## src/rtl/gpio_cfg_loader.sv

```systemverilog
// gpio_cfg_loader: shifts a parallel pad-configuration image bit-serially
// into the daisy-chained GPIO pad control blocks, then strobes serial_load
// so every pad picks up its new word at the same time.
// Optional feature macro: GPIO_CFG_READBACK_EN (captures the previous chain
// contents from serial_data_ret into rb_data).
module gpio_cfg_loader #(
    parameter int NUM_PADS      = 6,
    parameter int PAD_CTRL_BITS = 12,
    parameter int CLK_DIV       = 4
) (
    input  logic                              mclk,
    input  logic                              reset,
    input  logic                              cfg_start,
    input  logic [NUM_PADS*PAD_CTRL_BITS-1:0] cfg_data,
    output logic                              cfg_busy,
    output logic                              cfg_done,
    output logic                              serial_clock,
    output logic                              serial_data,
    output logic                              serial_load
`ifdef GPIO_CFG_READBACK_EN
   ,input  logic                              serial_data_ret
   ,output logic [NUM_PADS*PAD_CTRL_BITS-1:0] rb_data
`endif
);

    localparam int B  = NUM_PADS * PAD_CTRL_BITS;
    localparam int PW = $clog2(CLK_DIV + 1);
    localparam int CW = $clog2(B);

    localparam logic [PW-1:0] PHASE_LAST = PW'(CLK_DIV - 1);
    localparam logic [CW-1:0] BIT_LAST   = CW'(B - 1);

    typedef enum logic [2:0] {
        S_IDLE,
        S_SHIFT_LO,
        S_SHIFT_HI,
        S_LOAD,
        S_DONE
    } state_t;

    state_t          r_state;
    state_t          w_next_state;
    logic [PW-1:0]   r_phase;
    logic [CW-1:0]   r_bitcnt;
    logic [B-1:0]    r_shift;
    logic            r_busy;
    logic            r_done;
    logic            r_sclk;
    logic            r_load;
    logic            w_phase_end;
    logic            w_busy_nxt;
    logic            w_done_nxt;
    logic            w_sclk_nxt;
    logic            w_load_nxt;

    assign w_phase_end = (r_phase == PHASE_LAST);

    // State register.
    // NOTE: sequential state uses non-blocking assignments so every flop
    // samples the pre-edge value of its neighbours, independent of block order.
    always_ff @(posedge mclk or posedge reset) begin
        if (reset) begin
            r_state <= S_IDLE;
        end else begin
            r_state <= w_next_state;
        end
    end

    // Next-state logic plus the next values of the registered outputs.
    // NOTE: every signal gets a default before the case so no path leaves
    // it unassigned, which would otherwise infer a latch.
    always_comb begin
        w_next_state = r_state;
        unique case (r_state)
            S_IDLE:     if (cfg_start)   w_next_state = S_SHIFT_LO;
            S_SHIFT_LO: if (w_phase_end) w_next_state = S_SHIFT_HI;
            S_SHIFT_HI: if (w_phase_end) w_next_state = (r_bitcnt == '0) ? S_LOAD : S_SHIFT_LO;
            S_LOAD:     if (w_phase_end) w_next_state = S_DONE;
            S_DONE:                      w_next_state = S_IDLE;
            default:                     w_next_state = S_IDLE;
        endcase

        w_busy_nxt = (w_next_state != S_IDLE) && (w_next_state != S_DONE);
        w_done_nxt = (w_next_state == S_DONE);
        w_sclk_nxt = (w_next_state == S_SHIFT_HI);
        w_load_nxt = (w_next_state == S_LOAD);
    end

    // Phase counter: counts CLK_DIV mclk cycles within each timed state.
    always_ff @(posedge mclk or posedge reset) begin
        if (reset) begin
            r_phase <= '0;
        end else if (r_state == S_IDLE || r_state == S_DONE || w_phase_end) begin
            r_phase <= '0;
        end else begin
            r_phase <= r_phase + PW'(1);
        end
    end

    // Image shift register and remaining-bit counter; image captured on start
    // so later cfg_data changes cannot disturb a running sequence.
    // NOTE: the wide shift register is reset even though it is datapath,
    // because its MSB is serial_data and must read 0 out of reset.
    always_ff @(posedge mclk or posedge reset) begin
        if (reset) begin
            r_shift  <= '0;
            r_bitcnt <= '0;
        end else if (r_state == S_IDLE && cfg_start) begin
            r_shift  <= cfg_data;
            r_bitcnt <= BIT_LAST;
        end else if (r_state == S_SHIFT_HI && w_phase_end) begin
            r_shift <= {r_shift[B-2:0], 1'b0};
            if (r_bitcnt != '0) begin
                r_bitcnt <= r_bitcnt - CW'(1);
            end
        end
    end

    // Output flops, aligned with the state register so pad-facing lines never glitch.
    always_ff @(posedge mclk or posedge reset) begin
        if (reset) begin
            r_busy <= 1'b0;
            r_done <= 1'b0;
            r_sclk <= 1'b0;
            r_load <= 1'b0;
        end else begin
            r_busy <= w_busy_nxt;
            r_done <= w_done_nxt;
            r_sclk <= w_sclk_nxt;
            r_load <= w_load_nxt;
        end
    end

    assign cfg_busy     = r_busy;
    assign cfg_done     = r_done;
    assign serial_clock = r_sclk;
    assign serial_data  = r_shift[B-1];
    assign serial_load  = r_load;

`ifdef GPIO_CFG_READBACK_EN
    logic [B-1:0] r_cap;
    logic [B-1:0] r_rb;

    // Capture the chain tail at the end of each high phase; after B bits the
    // first bit out (old bit B-1) has reached the MSB, matching cfg_data order.
    always_ff @(posedge mclk or posedge reset) begin
        if (reset) begin
            r_cap <= '0;
            r_rb  <= '0;
        end else begin
            if (r_state == S_SHIFT_HI && w_phase_end) begin
                r_cap <= {r_cap[B-2:0], serial_data_ret};
            end
            if (r_state == S_LOAD && w_next_state == S_DONE) begin
                r_rb <= r_cap;
            end
        end
    end

    assign rb_data = r_rb;
`endif

endmodule
```

## config.mk

```make
export PLATFORM = sky130hd
export DESIGN_NAME = gpio_cfg_loader
export DESIGN_NICKNAME = d
export VERILOG_FILES = /design/src/rtl/gpio_cfg_loader.sv
export SDC_FILE = /design/constraint.sdc
export NUM_CORES = 1
export LEC_CHECK = 0
export ABC_AREA = 1
export BUFFER_PORTS_ARGS = -buffer_cell sky130_fd_sc_hd__buf_2
export CAP_MARGIN = 20
export CORE_ASPECT_RATIO = 0.7
export CORE_MARGIN = 4
export CORE_UTILIZATION = 45
export CTS_CLUSTER_DIAMETER = 200
export DETAILED_ROUTE_END_ITERATION = 6
export GPL_TIMING_DRIVEN = 1
export PLACE_DENSITY = 0.7
export RECOVER_POWER = 100
export SLEW_MARGIN = 20
export SYNTH_ARGS = -nofsm -noshare
export SYNTH_HDL_FRONTEND = slang
export SYNTH_SLANG_ARGS = --single-unit
```

## constraint.sdc

```tcl
create_clock -name mclk -period 2.5 [get_ports mclk]
set_clock_uncertainty 0.1 [all_clocks]
set_input_delay 0.125 -clock mclk [delete_from_list [all_inputs] [get_ports mclk]]
set_output_delay 0.125 -clock mclk [all_outputs]
set_load 0.01 [all_outputs]
```

==> flow_summary.ini <==
[status]
status = finished, violations left
violations = max-capacitance violations, max-slew violations

[final_layout]
n_fill_cell = 779
drive_gt1_frac = 0.165
fin_nets = 710
antenna_cells = 0
area_delta_synth_final_pct = 35.9

[critical_path]
ff2ff_setup_slack_ns = 0.30
required_ns = 2.63
end_kind = flip-flop
critPathKind = flip-flop to flip-flop
worstPathArrival_ns = 2.34
critical_path.cell_chain = ha_1, ha_1, nand4_4, nand2_2, buf_4, o21ai_0, o21ai_0
slowest_stage = buf_4
crit_fanout = 43
reg2regPathDepth = 7
cp_slowest_stage_delay_ns = 0.37
critical_path.top_delay_family = adder cells
path_buf_inv = 1
rr_endpoint = r_shift[31]
r2r_start = r_phase[0]
critical_path.startpoint_type = flip-flop

[cts]
ctsHtreeMaxLevel = 3
numCtsBuffers = 9
cts_sinks = 89
cts_tree = done
clk_pin_slew_ns = 0.06
cts.path.max_buffers = 2
cts-root-buf = clkbuf_16
cts_resized = 0
clk_latency_ns = 0.33

[synth]
yosysWarnings = 0
synth_top_area_share = 0.529
synthArstFlopShare = 1.00
syn_inst = 504
synth.net_count = 582
yosysSeqAreaShare = 0.529
syn_area_per_cell_sq_um = 8.36
ys_seq_elements = 89
ys.flop_type = dfrtp_1
synth_edf_count = 0
synth_commonest_cells = dfrtp_1 (89), nor2_1 (87), o21ai_1 (80)
yosysUniqueCellTypes = 22
syn-cell-area_sq_um = 4210
synth_most_common_cell = dfrtp_1
yosys-top-cells-area = dfrtp_1 (53%), o21ai_1 (9.5%), nand3_1 (9.4%)
yosysTopAreaCell = dfrtp_1

[timing]
setup_violations = 0
fmax_mhz = 454
setup_ws_ns = 0.296
rsz0062_at_grt = no
finalSetupTns_ns = 0
worst_pin_slew_ns = 1.51
min_period_over_period = 0.882
slew_violations = 34
finalHoldViolCount = 0
finalCriticalPeriod_ns = 2.20
whs_ns = 0.00115
maxSlewHeadroom = -0.0107

[drt]
dr.pass1.iters = 6
drt_iter0_markers = 437
vias = 4058
via_per_inst = 5.33
wl_mm = 10.7
routedWlPerCell_um = 14.1
drc_errors = 0
antenna_left = 0

[floorplanning]
die_h_um = 89.0
rows = 29
dieArea_sq_um = 11000
pin_count = 80
core_sq_um = 9110
start_util = 0.463
die_x_um = 124

[place]
port_buffers = 79
place_ws_ns = 0.386
place.gp.congestion = 0.734
dp_hpwl_mm = 6.20

[grt]
antenna_found_initial = 0
grt_start_max_net_pins = 108
grt-ovfl-total = 0
track_usage = 0.198
grt_pass1_vias = 3732
grt_pass1_wl_mm = 17.3

[hold_path]
min_path_cells = 3
holdPathEnd = r_shift[69]
hp-class = input port to flip-flop
worstHoldStart = cfg_data[69]

[power]
max-vdd-ir-drop_mv = 0.365
power_density_nw_per_um2 = 571
p_leak_nw = 2.66

[flow_run]
cap_violations = 1
## worst max path at each step
stage | from | endpoint | cells after the start
2_1_floorplan | r_phase[0] | r_shift[33] | 9
3_3_place_gp | r_phase[0] | r_shift[3] | 7
3_5_place_dp | r_phase[0] | r_shift[8] | 7
4_1_cts | r_phase[0] | r_shift[8] | 7
5_1_grt | r_phase[0] | r_shift[31] | 7
6_report | r_phase[0] | r_shift[31] | 7
## where the power goes
| group | internal, mW | switching [mW] | total, mW |
|---|---|---|---|
| registers | 1.44 | 0 | 1.44 |
| logic | 0.115 | 0.0626 | 0.178 |
| clock network | 1.13 | 0.524 | 1.65 |
## placed cells by master, fill, tap and decap left out
cell           count
a21o_1             1
a31oi_1            1
buf_12             3
buf_2             74
buf_4              3
bufinv_16          4
clkbuf_1           5
clkbuf_16          9
clkbuf_2           2
clkbuf_8           2
clkinv_2           1
clkinvlp_2         1
dfrtp_1           89
dlygate4sd3_1     70
ha_1               3
inv_1             14
inv_2              1
nand2_1           29
nand2_2            1
nand3_1           79
nand3_4            1
nand4_1            4
nand4_4            1
nor2_1            88
nor2_4             1
nor3_1             2
nor3b_1            1
o21ai_0          125
o21ai_1           21
or2_2              1
## state kept, by name (all words and copies together) (netlist names)
name,flops
cfg_busy,1
r_bitcnt,7
serial_load,1
r_shift,72
r_state,3
serial_clock,1
r_phase,3
cfg_done,1
## layout make-up
type                            instances  area (sq um)  share of cell area
Timing Repair Buffer                  157          1180               0.207
Inverter                               16          61.3              0.0107
Sequential cell                        89          2230               0.389
Clock buffer                           11           253              0.0441
Clock inverter                          5           125              0.0219
Multi-Input combinational cell        359          1720               0.301
Tap cell                              124           155              0.0271
## what timing repair did
| action | 4_1_cts | 5_1_grt |
|---|---|---|
| endpoints found under the hold margin | 102 | 0 |
| hold buffers | 70 | 0 |
| buffers inserted | 0 | 0 |
## kinds of logic (layout without fill, tap and decap cells)
group	count (synthesis)	after routing	synth area share
AND/OR/NAND/NOR	208	208	0.221
AO/OA/AOI/OAI	148	148	0.177
flip-flops	89	89	0.529
buffers and inverters	56	189	0.0644
adder cells (fa/ha/maj)	3	3	0.00891
## routing by layer
metal	up-vias	GRT usage	share of wire
li1	1974	-	-
met1	1944	0.283	0.46
met2	130	0.306	0.47
met3	10	0.0474	0.061
met4	0	0.0503	0.010
met5	-	0	0
## tightest hold or removal path, delay by kind of cell
family / cells / cell delay (ns)
buf+inv: 1 / 0.07
compound gates: 1 / 0.15
simple gates: 1 / 0.04
## stage by stage
step / utilization / cell area (sq um) / total power [mW] / instances
final: 0.629 / 5730 / 3.27 / 761
after global routing: 0.629 / 5730 / 3.39 / 761
after CTS: 0.630 / 5740 / 3.31 / 761
after detailed placement: 0.512 / 4660 / 1.56 / 675
after global placement: 0.512 / 4660 / 1.56 / 675
after floorplan: - / 4220 / 1.49 / 504
Note: power is estimated with default switching activity, not from simulation.
